==> config.mk <==
export PLATFORM = sky130hd
export DESIGN_NAME = mem_port_arbiter
export DESIGN_NICKNAME = d
export VERILOG_FILES = /design/src/rtl/mem_arb_pkg.sv /design/src/rtl/mem_port_arbiter_rr_arb2.sv /design/src/rtl/mem_port_arbiter.sv
export SDC_FILE = /design/constraint.sdc
export NUM_CORES = 1
export LEC_CHECK = 0
export CAP_MARGIN = 5
export CORE_ASPECT_RATIO = 1.4
export CORE_MARGIN = 2
export CORE_UTILIZATION = 40
export CTS_BUF_LIST = sky130_fd_sc_hd__clkbuf_16
export CTS_CLUSTER_DIAMETER = 40
export DETAILED_ROUTE_END_ITERATION = 10
export GPL_TIMING_DRIVEN = 0
export HOLD_SLACK_MARGIN = 0.15
export PLACE_DENSITY = 0.81
export SYNTH_ARGS = -nofsm -noshare
export SYNTH_HDL_FRONTEND = slang
export SYNTH_SLANG_ARGS = --single-unit
==> constraint.sdc <==
create_clock -name clk -period 5.81 [get_ports clk]
set_clock_uncertainty 0.05 [all_clocks]
set_input_delay 1.743 -clock clk [delete_from_list [all_inputs] [get_ports clk]]
set_output_delay 1.743 -clock clk [all_outputs]
set_load 0.01 [all_outputs]
==> src/rtl/mem_arb_pkg.sv <==
// Shared definitions for the unified-memory port arbiter.
//  state_e  : arbiter FSM encoding (IDLE -> ISSUE -> WAIT -> RESP).
//  OWNER_IF : fetch requester id.
//  OWNER_D  : data load/store requester id.
package mem_arb_pkg;

  typedef enum logic [1:0] {
    IDLE  = 2'd0,
    ISSUE = 2'd1,
    WAIT  = 2'd2,
    RESP  = 2'd3
  } state_e;

  localparam logic OWNER_IF = 1'b0;
  localparam logic OWNER_D  = 1'b1;

endpackage

==> src/rtl/mem_port_arbiter_rr_arb2.sv <==
// Two-way round-robin pick, purely combinational.
//  req[0]      : fetch request
//  req[1]      : data request
//  last_owner  : requester that won the previous conflict
//  grant_owner : selected requester (only meaningful when any req is high)
module rr_arb2
  import mem_arb_pkg::*;
(
  input  logic [1:0] req,
  input  logic       last_owner,
  output logic       grant_owner
);

  always_comb begin
    grant_owner = OWNER_IF;
    if (req == 2'b11) begin
      // Conflict: the side that lost last time wins now.
      grant_owner = ~last_owner;
    end else if (req[1]) begin
      grant_owner = OWNER_D;
    end
  end

endmodule

==> src/rtl/mem_port_arbiter.sv <==
// Shares a single-port memory between instruction fetch and data load/store.
// One transaction at a time: one mem_en strobe, wait MEM_LAT cycles, capture
// read data for the owner, then a one-cycle done pulse to that owner.
// Ports:
//  clk, rst                 : clock, asynchronous active-high reset
//  halt                     : blocks new grants, in-flight transaction finishes
//  if_req/if_addr           : fetch request (read only)
//  if_rdata/if_done         : fetched word (held) and completion pulse
//  d_req/d_we/d_addr/d_wdata: data request, 1=store
//  d_rdata/d_done           : load data (held, untouched by stores) and pulse
//  mem_en/mem_we/mem_addr/mem_wdata/mem_rdata : memory command and read data
//  busy                     : FSM not idle
//  owner                    : current/last granted requester (0=fetch, 1=data)
// All outputs come straight from flops.
module mem_port_arbiter
  import mem_arb_pkg::*;
#(
  parameter int ADDR_W  = 16,
  parameter int DATA_W  = 32,
  parameter int MEM_LAT = 2
) (
  input  logic              clk,
  input  logic              rst,
  input  logic              halt,
  input  logic              if_req,
  input  logic [ADDR_W-1:0] if_addr,
  output logic [DATA_W-1:0] if_rdata,
  output logic              if_done,
  input  logic              d_req,
  input  logic              d_we,
  input  logic [ADDR_W-1:0] d_addr,
  input  logic [DATA_W-1:0] d_wdata,
  output logic [DATA_W-1:0] d_rdata,
  output logic              d_done,
  output logic              mem_en,
  output logic              mem_we,
  output logic [ADDR_W-1:0] mem_addr,
  output logic [DATA_W-1:0] mem_wdata,
  input  logic [DATA_W-1:0] mem_rdata,
  output logic              busy,
  output logic              owner
);

  if (MEM_LAT < 1) begin : g_lat_check
    $error("mem_port_arbiter: MEM_LAT must be >= 1");
  end

  localparam int              CNT_W    = $clog2(MEM_LAT + 1);
  localparam logic [CNT_W-1:0] CNT_LOAD = CNT_W'(MEM_LAT - 1);

  state_e              state_q, state_d;
  logic [CNT_W-1:0]    cnt_q, cnt_d;
  logic                last_owner_q, last_owner_d;
  logic                owner_q, owner_d;
  logic                mem_en_q, mem_en_d;
  logic                mem_we_q, mem_we_d;
  logic [ADDR_W-1:0]   mem_addr_q, mem_addr_d;
  logic [DATA_W-1:0]   mem_wdata_q, mem_wdata_d;
  logic [DATA_W-1:0]   if_rdata_q, if_rdata_d;
  logic [DATA_W-1:0]   d_rdata_q, d_rdata_d;
  logic                if_done_q, if_done_d;
  logic                d_done_q, d_done_d;
  logic                busy_q, busy_d;
  logic                grant_owner;

  rr_arb2 u_rr_arb2 (
    .req         ({d_req, if_req}),
    .last_owner  (last_owner_q),
    .grant_owner (grant_owner)
  );

  always_comb begin
    state_d      = state_q;
    cnt_d        = cnt_q;
    last_owner_d = last_owner_q;
    owner_d      = owner_q;
    mem_en_d     = 1'b0;
    mem_we_d     = mem_we_q;
    mem_addr_d   = mem_addr_q;
    mem_wdata_d  = mem_wdata_q;
    if_rdata_d   = if_rdata_q;
    d_rdata_d    = d_rdata_q;
    if_done_d    = 1'b0;
    d_done_d     = 1'b0;

    case (state_q)
      IDLE: begin
        if (!halt && (if_req || d_req)) begin
          owner_d = grant_owner;
          // Round-robin history only moves when both sides competed.
          if (if_req && d_req) begin
            last_owner_d = grant_owner;
          end
          if (grant_owner == OWNER_D) begin
            mem_addr_d  = d_addr;
            mem_we_d    = d_we;
            mem_wdata_d = d_wdata;
          end else begin
            mem_addr_d  = if_addr;
            mem_we_d    = 1'b0;
          end
          // mem_en is raised together with the move into ISSUE so it is
          // high for exactly the ISSUE cycle.
          mem_en_d = 1'b1;
          state_d  = ISSUE;
        end
      end
      ISSUE: begin
        cnt_d   = CNT_LOAD;
        state_d = WAIT;
      end
      WAIT: begin
        if (cnt_q == '0) begin
          // mem_rdata is valid in this cycle; stores leave rdata untouched.
          if (owner_q == OWNER_D) begin
            if (!mem_we_q) begin
              d_rdata_d = mem_rdata;
            end
            d_done_d = 1'b1;
          end else begin
            if_rdata_d = mem_rdata;
            if_done_d  = 1'b1;
          end
          state_d = RESP;
        end else begin
          cnt_d = cnt_q - 1'b1;
        end
      end
      RESP: begin
        state_d = IDLE;
      end
      default: begin
        state_d = IDLE;
      end
    endcase

    busy_d = (state_d != IDLE);
  end

  always_ff @(posedge clk or posedge rst) begin
    if (rst) begin
      state_q      <= IDLE;
      cnt_q        <= '0;
      last_owner_q <= OWNER_D;
      owner_q      <= 1'b0;
      mem_en_q     <= 1'b0;
      mem_we_q     <= 1'b0;
      mem_addr_q   <= '0;
      mem_wdata_q  <= '0;
      if_rdata_q   <= '0;
      d_rdata_q    <= '0;
      if_done_q    <= 1'b0;
      d_done_q     <= 1'b0;
      busy_q       <= 1'b0;
    end else begin
      state_q      <= state_d;
      cnt_q        <= cnt_d;
      last_owner_q <= last_owner_d;
      owner_q      <= owner_d;
      mem_en_q     <= mem_en_d;
      mem_we_q     <= mem_we_d;
      mem_addr_q   <= mem_addr_d;
      mem_wdata_q  <= mem_wdata_d;
      if_rdata_q   <= if_rdata_d;
      d_rdata_q    <= d_rdata_d;
      if_done_q    <= if_done_d;
      d_done_q     <= d_done_d;
      busy_q       <= busy_d;
    end
  end

  assign if_rdata  = if_rdata_q;
  assign if_done   = if_done_q;
  assign d_rdata   = d_rdata_q;
  assign d_done    = d_done_q;
  assign mem_en    = mem_en_q;
  assign mem_we    = mem_we_q;
  assign mem_addr  = mem_addr_q;
  assign mem_wdata = mem_wdata_q;
  assign busy      = busy_q;
  assign owner     = owner_q;

endmodule

* After elaboration in Yosys (flattened, before gate mapping)
Index checks and enable logic that the tools add are counted.
** Storage, ports and cells
- Bits in read-only memories :: 0
- Output and inout port bits :: 118
- Bits in writable memories :: 0
- Latch bits :: 0
- Register bits after elaboration :: 123
- Input port bits :: 102
- Memories :: 0
** Cells by class
- Magnitude comparators :: 0
- Multiply operators :: 0
- Bitwise gates (word level) :: 3
- Shifts and indexed selects :: 0
- $add $sub $neg :: 1
- Reductions and logical operators :: 14
- Equality and inequality tests :: 5
- Muxes and demuxes :: 17
- Divide/modulo/power cells :: 0
** Operator list (count)
- $mux W16 :: 1
- $mux W1 :: 11
- $reduce_and A3 Y1 :: 3
- $pmux W2 S4 :: 1
- $eq A2 B2 Y1 const B :: 3
- $mux W2 :: 3
- $logic_not A2 Y1 :: 2
- $pmux W2 S2 :: 1
- $reduce_and A2 Y1 :: 2
- $reduce_and A4 Y1 :: 1
- $reduce_bool A2 Y1 :: 2
- $not A1 Y1 :: 3
- $eq A2 B1 Y1 const B :: 1
- $logic_and A1 B1 Y1 :: 2
- $ne A2 B2 Y1 const B :: 1
- $sub A2 B1 Y2 const B :: 1
- $logic_not A1 Y1 :: 1
- $logic_or A1 B1 Y1 :: 1

* Longest topological paths before layout
Gate-level depths: netlist of run 1.
- Depth after elaboration :: 5
- Depth in mapped cells :: 7
- Gate-level depth less buffers :: 5

* By module
Synthesis of run 1 repeated with hierarchy kept, for this count alone.
** Second synthesis, totals
- Cell total of the unflattened synthesis :: 309
- Area, all modules :: 5086.1 µm²
** By module, submodules not included
- mem_port_arbiter :: area each 5074.9 µm², cells an instance 308, instances 1, seq. area each 3079.2 µm²
- rr_arb2 :: area each 11.3 µm², cells an instance 1, instances 1, seq. area each 0.0 µm²

* Worst setup path after synthesis of run 1
Ideal clock, no wire load.
- Path kind :: input to register
- Start point :: input port halt
- End point :: register mem_wdata_q[10], in the netlist mem_wdata[10]
- Data arrival time :: 2604 ps
- Path slack :: 3031 ps
- Stages :: 5
- Path buffers :: 2
- Library setup time :: 125 ps
- Cells stage by stage :: nor2b_1 buf_2 nand2_4 buf_6 mux2_4
** Between the ends
- Cells in the longest elaborated chain, start to end :: 3
** Ends and longest elaborated chain
- from (decl) :: RTL line mem_port_arbiter.sv:24 : input logic halt,
- $logic_not A1 Y1 :: RTL line mem_port_arbiter.sv:88 : if (!halt && (if_req || d_req)) begin
- $logic_and A1 B1 Y1 :: RTL line mem_port_arbiter.sv:88
- $reduce_and A3 Y1 (no line)
- to (signal assigned) :: RTL line mem_port_arbiter.sv:163 : mem_wdata_q <= mem_wdata_d;
- to (decl) :: RTL line mem_port_arbiter.sv:58 : logic [DATA_W-1:0] mem_wdata_q, mem_wdata_d;
Every way passes these cells.
A chain may end at the register's enable or synchronous reset.

* Worst setup path after layout of run 1
- Start point :: register mem_addr_q[15], in the netlist mem_addr[15]
- End point :: output port mem_addr[15]
** RTL lines
- from (decl) :: RTL line mem_port_arbiter.sv:57 : logic [ADDR_W-1:0] mem_addr_q, mem_addr_d;
- from (signal assigned) :: RTL line mem_port_arbiter.sv:162 : mem_addr_q <= mem_addr_d;
- to (decl) :: RTL line mem_port_arbiter.sv:37 : output logic [ADDR_W-1:0] mem_addr,
No word-level cell between the ends.

==> results of run 1 <==
power groups by stage:
stage	Clock [µW]	Combinational, µW	Sequential (µW)
detailed placement	0	1960	1530
CTS	967	1970	1520
global placement	0	1900	1510
finish	946	1940	1520
floorplan	0	691	1710
global route	1010	2070	1570
layout make-up:
cell class / count / area, µm²
plain buffers: 17 / 146
clock buffers: 17 / 425
clock inverters: 15 / 111
fillers: 945 / 4330
inverters: 9 / 38.8
multi-input cells: 191 / 1770
flip-flops and latches: 123 / 3080
well taps: 150 / 188
repair buffers: 220 / 2220
cell families (layout without fill, tap and decap cells):
family	after synthesis	after routing	synth area share
xor+xnor	1	1	0.00174
compound gates	41	41	0.0641
fa+ha+maj	5	5	0.0124
flops	123	123	0.612
mux	97	97	0.232
simple gates	47	47	0.0418
buf+inv	26	278	0.0358
sequential cells by signal, summed over array words and instances, names as in the netlist, 2 cells and up:
| signal | flops |
|---|---|
| d_rdata | 32 |
| if_rdata | 32 |
| mem_wdata | 32 |
| mem_addr | 16 |
| cnt_q | 2 |
| state_q | 2 |
cells in the final DEF (no fill, tap or decap), types with 2 or more instances in the layout:
cell / instances
sky130_fd_sc_hd__clkinv_4: 2
sky130_fd_sc_hd__mux2_2: 66
sky130_fd_sc_hd__buf_6: 8
sky130_fd_sc_hd__clkinv_2: 3
sky130_fd_sc_hd__nand3_1: 2
sky130_fd_sc_hd__nand2_1: 34
sky130_fd_sc_hd__a31oi_1: 7
sky130_fd_sc_hd__clkdlybuf4s50_1: 219
sky130_fd_sc_hd__dfrtp_1: 122
sky130_fd_sc_hd__clkbuf_1: 3
sky130_fd_sc_hd__a31oi_2: 8
sky130_fd_sc_hd__nor2b_1: 2
sky130_fd_sc_hd__clkinvlp_4: 4
sky130_fd_sc_hd__clkbuf_16: 17
sky130_fd_sc_hd__mux2_4: 21
sky130_fd_sc_hd__mux2_1: 9
sky130_fd_sc_hd__o21ai_0: 3
sky130_fd_sc_hd__nor2_1: 3
sky130_fd_sc_hd__a21oi_1: 16
sky130_fd_sc_hd__clkinv_1: 3
sky130_fd_sc_hd__buf_2: 5
sky130_fd_sc_hd__inv_1: 9
sky130_fd_sc_hd__ha_1: 5
metrics by stage:
step | setup TNS [ns] | utilization
finish | 0 | 0.648
global route | 0 | 0.648
CTS | 0 | 0.648
detailed placement | 0 | 0.605
global placement | -97.32 | 0.602
floorplan | 0 | -
final timing paths:
path | from | end | cells past startpoint
max in group asynchronous | rst | if_rdata[15] | 3
worst min-delay path | mem_wdata[2] | mem_wdata[2] | 1
min in group asynchronous | rst | mem_wdata[1] | 2
worst max-delay path | mem_addr[15] | mem_addr[15] | 1
worst min register to register | mem_wdata[2] | mem_wdata[2] | 1
worst max register to register | state_q[0] | mem_addr[7] | 7
layer usage:
metal / GRT usage / vias up / part of all wire
li1: - / 1663 / -
met1: 0.202 / 1807 / 0.37
met2: 0.331 / 143 / 0.54
met3: 0.0577 / 23 / 0.066
met4: 0.0807 / 0 / 0.026
met5: 0 / - / 0
==> results.md, run 1 <==
Finish:
- The final non-filler cell total is 742.
- Relative to the synthesized area, the layout overhead comes to 58.6%.
- After the last flow step, the layout net total stands at 686.
- With fillers left out, the area of the finished cells amounts to 7980 µm².
- The count of antenna diodes in the layout is 0.
- Of the cells placed in the final design, the portion with a size suffix greater than 1 is 0.247.

Pwr:
- The share of total power dissipated in sequential elements is 0.344.
- The clock share of power is 0.215.
- The switching power total is 1320 µW.
- Dividing total power by cell area gives a power density of 551 nW/µm².
- In this run the static leakage power is 0.00345 µW.
- Across the VDD grid, the largest voltage drop is 0.286 mV.
- The internal power of the cells totals 3080 µW.
- Of the total power, the share spent switching nets is 0.300.
- The share of power burned in combinational logic is 0.440.
- The post-layout total power is 4400 µW.

Critical path:
- The largest stage delay on the critical path is 0.58 ns.
- The critical-path maximum fanout is 2.
- The data arrival time at the worst-slack endpoint is 1.33 ns.
- The cell at the slowest stage of the critical path is sky130_fd_sc_hd__clkdlybuf4s50_1.
- Among cell families on the critical path, the largest total delay comes from buffers and inverters.
- The critical path is of the reg2out type.
- STA classifies the critical path endpoint as an output port.
- The critical path data required time is 4.02 ns.
- The setup slack of the most critical reg-to-reg path is 3.88 ns.
- STA classifies the critical path startpoint as a flop.
- The critical path goes through clkdlybuf4s50_1.
- The number of buffers and inverters on the critical path is 1.

STA:
- The count of final hold-check violations is 0.
- At the pin with the least slew margin, the transition time is 0.581 ns.
- The headroom to the max-slew limit is 0.613.
- The minimum hold slack is 0.441 ns.
- Setup violations remaining at the end of the flow were counted as 0.
- The least setup slack across all paths after layout is 2.69 ns.
- The post-route fraction of the period consumed by the critical path is 0.537.
- The minimum clock period after layout is 3.12 ns.
- The maximum operating frequency is 320 MHz.
- Setup repair after global routing left no endpoint under its margin.
- The final count of pins violating max slew was 0.

Placement:
- Input and output buffers added on the ports amount to 219.
- Summing all placed instances gives a cell area of 7450 µm².
- The placed wire-length estimate is 9.33 mm.
- The worst-case setup slack after placement is 2.35 ns.
- Counting tap cells, the placed design contains a total of 710 instances.
- The routability congestion estimate from global placement is 0.782.

Yosys:
- The number of distinct standard cells referenced by the synthesized netlist is 35.
- Of the synthesized area, sequential elements account for 0.612.
- Ranked by total cell area, the synthesized netlist is headed by sky130_fd_sc_hd__dfrtp_1 (61%), sky130_fd_sc_hd__mux2_2 (15%), sky130_fd_sc_hd__mux2_4 (6.3%), sky130_fd_sc_hd__nand2_1 (2.5%), sky130_fd_sc_hd__mux2_1 (2.0%).
- Counting flops with a built-in enable in the synthesized netlist gives 0.
- Of the post-synthesis cell area, the dominant cell type holds 0.607.
- The most common cell in the synthesized netlist is sky130_fd_sc_hd__dfrtp_1.
- The commonest cells after synthesis are sky130_fd_sc_hd__dfrtp_1 (122), sky130_fd_sc_hd__mux2_2 (66), sky130_fd_sc_hd__nand2_1 (34), sky130_fd_sc_hd__mux2_4 (21), sky130_fd_sc_hd__a21oi_1 (16).
- The most used flip-flop cell after synthesis is sky130_fd_sc_hd__dfrtp_1.
- After synthesis, the mean cell area works out to 14.8 µm².
- After technology mapping, the gate count stands at 340.
- The synthesis warning total is 0.
- Summing every instance area after synthesis gives 5030 µm².
- The async set or reset register ratio after synthesis is 1.00.
- The library cell with the largest summed area after synthesis is sky130_fd_sc_hd__dfrtp_1.
- The net count after synthesis is 447.
- The total of flip-flops plus latches after synthesis is 123.

Clock tree:
- The post-CTS clock slew at the launch and capture registers of the worst setup and hold paths is 0.06 ns.
- The maximum clock path buffer count is 2.
- The total clock buffers created by CTS is 17.
- Counting every sink on the clock net gives 123.
- The number of buffers inserted by post-CTS setup repair is 0.
- Post-CTS repair changed the size of 0 cells.
- The count of hold-fix buffers inserted at cts is 0.
- TritonCTS built the clock tree.
- The tree is rooted in a sky130_fd_sc_hd__clkbuf_16.
- The clock latency of the later-clocked register in the worst-skew pair is 0.40 ns.
- The clock tree synthesis step divided the H-tree into 4 levels.

GRT:
- The final global-route overflow total is 0.
- The initial antenna violation count is 0.
- The largest net degree at the start of global routing is 64.
- The via count of the first global-routing pass is 3962.
- In the global route stage, overall resource usage came out at 0.186.
- The first global-routing pass estimated 19.6 mm of wire.

Drt:
- In the routed layout, each cell is associated on average with a via count of 4.90.
- For this block, the via count after detailed routing is 3636.
- The average wire per cell in the routed design is 16.7 µm.
- In this run the remaining antenna-violating nets after routing total 0.
- Before antenna repair, the detailed router went through 4 iterations.
- The final routed wirelength across all metal layers is 12.4 mm.
- The detailed router finished its first iteration with 111 violations.
- The post-detailed-route DRC marker count is 0.

Floorplan:
- The placeable core area is 12300 µm².
- The I/O pin count is 220.
- From left edge to right edge, the die measures 98.8 µm.
- The height of the die is 137 µm.
- Row generation in the floorplan step produced 48 rows.
- The die covers 13500 µm².
- The starting density of the core is 0.409.

Job:
- The number of max-cap violations is 0.

Min path:
- The path class of the tightest hold or removal check is reg2reg.

Run status:
- The flow ran to the end, and the final reports show no timing, DRC or antenna violations.
Note: power is estimated with default switching activity, not from simulation.
==> run 2: changes to the inputs <==
==> constraint.sdc (replaced) <==
create_clock -name clk -period 3 [get_ports clk]
set_clock_uncertainty 0.05 [all_clocks]
set_input_delay 0.9 -clock clk [delete_from_list [all_inputs] [get_ports clk]]
set_output_delay 0.9 -clock clk [all_outputs]
set_load 0.01 [all_outputs]
==> results.md, run 2 (synthesis results as in run 1) <==
GRT:
- The wire length of the first global-routing pass is 20.2 mm.
- The initial antenna violation count was 0.
- The total routing usage reported by global routing is 0.191.
- The via count of the first global-routing pass is 3963.
- Entering global routing, the biggest net connects 45 pins.
- The final global-route overflow total is 0.

Critical path:
- The critical path goes through clkdlybuf4s50_1.
- The worst setup path category is reg2out.
- The data arrival time at the worst-slack endpoint is 1.35 ns.
- On the critical path, the stage with the largest delay is an instance of sky130_fd_sc_hd__clkdlybuf4s50_1.
- The critical-path maximum fanout is 2.
- For the worst setup path, the data required time is 2.05 ns.
- The largest single stage delay on the critical path is 0.57 ns.
- The number of buffers and inverters on the critical path is 1.
- The gate family responsible for the most delay along the worst path is buffers and inverters.
- STA classifies the critical path startpoint as a flop.
- The endpoint type of the worst setup path is an output port.

STA:
- The final sum of negative setup slack is 0 ns.
- For the pin with the worst max-slew slack, the measured transition is 0.442 ns.
- Derived from the worst setup path, the maximum achievable clock frequency is 435 MHz.
- The minimum hold slack is 0.438 ns.
- The final count of pins violating max slew was 0.
- The headroom to the max-slew limit is 0.705.
- Of the available clock period, the critical path in the final layout requires 0.766.
- Setup violations remaining at the end of the flow were counted as 0.
- Setup repair after global routing left no endpoint under its margin.
- The count of final hold-check violations was 0.
- The least setup slack across all paths after layout is 0.703 ns.
- The minimum clock period after layout is 2.30 ns.

Clock tree:
- The root cell of the clock tree is sky130_fd_sc_hd__clkbuf_16.
- Clock tree synthesis inserted a total of 17 buffers.
- Buffers added to address setup during post-CTS repair amount to 0.
- The later pin in the worst-skew pair is clocked with a latency of 0.40 ns.
- The number of gates resized after CTS is 0.
- The longest clock path from root to sink contains 2 buffers.
- The depth of the CTS H-tree is 4.
- The CTS tree is yes.
- The number of sinks driven by the clock tree is 123.
- After clock tree synthesis, the clock-pin slew on the worst setup and hold paths is 0.05 ns.
- The count of hold-fix buffers inserted at cts is 0.

Drt:
- The final routed wirelength across all metal layers is 12.5 mm.
- The mean number of vias per cell is 4.86.
- In the routed design, unresolved DRC markers number 0.
- Once detail routing completed, the nets flagged for antenna violations numbered 0.
- The total vias in the final route is 3619.
- The first detailed-routing pass ran for 4 iterations.
- The average wire per cell in the routed design is 16.8 µm.
- In this run, the number of DRC markers left after iteration 0 of detailed routing was 113.

Finish:
- The most common cell after layout, fill and taps aside is sky130_fd_sc_hd__clkdlybuf4s50_1.
- With fillers left out, the area of the finished cells amounts to 8050 µm².
- 0 antenna diodes ended up in the layout.
- The ratio of cells with drive above 1 in the final layout is 0.254.
- The final non-filler cell total is 744.
- Leaving out fill and tap cells, the most frequent cells in the layout are sky130_fd_sc_hd__clkdlybuf4s50_1 (219), sky130_fd_sc_hd__dfrtp_1 (122), sky130_fd_sc_hd__mux2_2 (66).
- The area growth from synthesis to layout is 60.0%.
- At the end of the flow, the number of nets in the layout was 688.

Floorplan:
- The placeable core area is 12300 µm².
- The cell row count is 48.
- During I/O placement, the number of pins put on the boundary was 220.
- The total die area is 13500 µm².
- The starting density of the core is 0.409.
- From left edge to right edge, the die measures 98.8 µm.
- The height of the die is 137 µm.

Pwr:
- The worst-case IR drop observed on VDD is 0.508 mV.
- The power per cell area is 1070 nW/µm².
- Summed over all cells, the static leakage comes to 0.00347 µW.

Placement:
- Port buffering added 219 buffers.
- The placed wire-length estimate is 9.48 mm.
- The worst-case setup slack after placement is 0.387 ns.
- After detailed placement, the total cell area comes to 7480 µm².
- Once placement completed, the tool counted placed cells totaling 712.
- The routability congestion estimate from global placement is 0.797.

Job:
- Across the run, the number of max-cap violations was 0.

Run status:
- The flow ran to the end, and the final reports show no timing, DRC or antenna violations.

Min path:
- The class of the most critical hold timing path is reg2reg.
## run 2: area by class of cell
cell class	count	area, µm²
Fill cell	894	4260
Sequential cell	123	3080
Timing Repair Buffer	222	2250
Multi-Input combinational cell	191	1770
Clock buffer	17	425
Tap cell	150	188
Clock inverter	15	150
Buffer	17	146
Inverter	9	37.5
## run 2: path summary, 6_finish.rpt
check,start,end,slack [ns],cells past startpoint
worst max-delay path,mem_wdata[24],mem_wdata[24],0.70,1
worst min-delay path,mem_wdata[6],mem_wdata[6],0.44,1
min in group asynchronous,rst,if_rdata[18],0.82,2
worst max register to register,state_q[0],mem_addr[7],1.03,7
max in group asynchronous,rst,if_rdata[0],1.34,4
worst min register to register,mem_wdata[6],mem_wdata[6],0.44,1
## run 2: worst register-to-register path, stage by stage (launching register included)
cell	delay [ns]
sky130_fd_sc_hd__dfrtp_1	0.40
sky130_fd_sc_hd__inv_1	0.12
sky130_fd_sc_hd__ha_1	0.17
sky130_fd_sc_hd__nor2b_1	0.16
sky130_fd_sc_hd__buf_2	0.25
sky130_fd_sc_hd__clkbuf_1	0.39
sky130_fd_sc_hd__a21oi_1	0.19
sky130_fd_sc_hd__a31oi_4	0.17
## run 2: per-stage QoR
step           total power, µW   util
6_report                  8660  0.654
5_1_grt                   9150  0.654
4_1_cts                   8780  0.654
3_5_place_dp              6770  0.607
3_3_place_gp              6600  0.602
2_1_floorplan             4640      -
## run 2: report_power, final
group / internal [µW] / leakage [µW] / total [µW] / switching [µW]
combinational: 2340 / 0.00176 / 3750 / 1410
clock: 1220 / 0.000266 / 1960 / 739
sequential: 2500 / 0.00144 / 2950 / 442
total: 6060 / 0.00347 / 8660 / 2590
## run 2: routing by layer
metal,track usage,vias to the layer above,part of all wire
li1,-,1675,-
met1,0.209,1753,0.37
met5,0,-,0
met3,0.0541,31,0.065
met4,0.0967,0,0.034
met2,0.336,160,0.54
==> run 3: changes to the inputs <==
==> constraint.sdc (replaced) <==
create_clock -name clk -period 2.3 [get_ports clk]
set_clock_uncertainty 0.05 [all_clocks]
set_input_delay 0.69 -clock clk [delete_from_list [all_inputs] [get_ports clk]]
set_output_delay 0.69 -clock clk [all_outputs]
set_load 0.01 [all_outputs]
==> results of run 3 <==
The final DEF is identical to that of run 2. Status: completed.
Main changes from that run: setup slack after placement 0.387 ns -> -0.103 ns; setup slack after layout 0.703 ns -> 0.213 ns; register-to-register setup slack 1.03 ns -> 0.33 ns; total power 8660 µW -> 11300 µW; worst IR drop on VDD 0.508 mV -> 0.663 mV
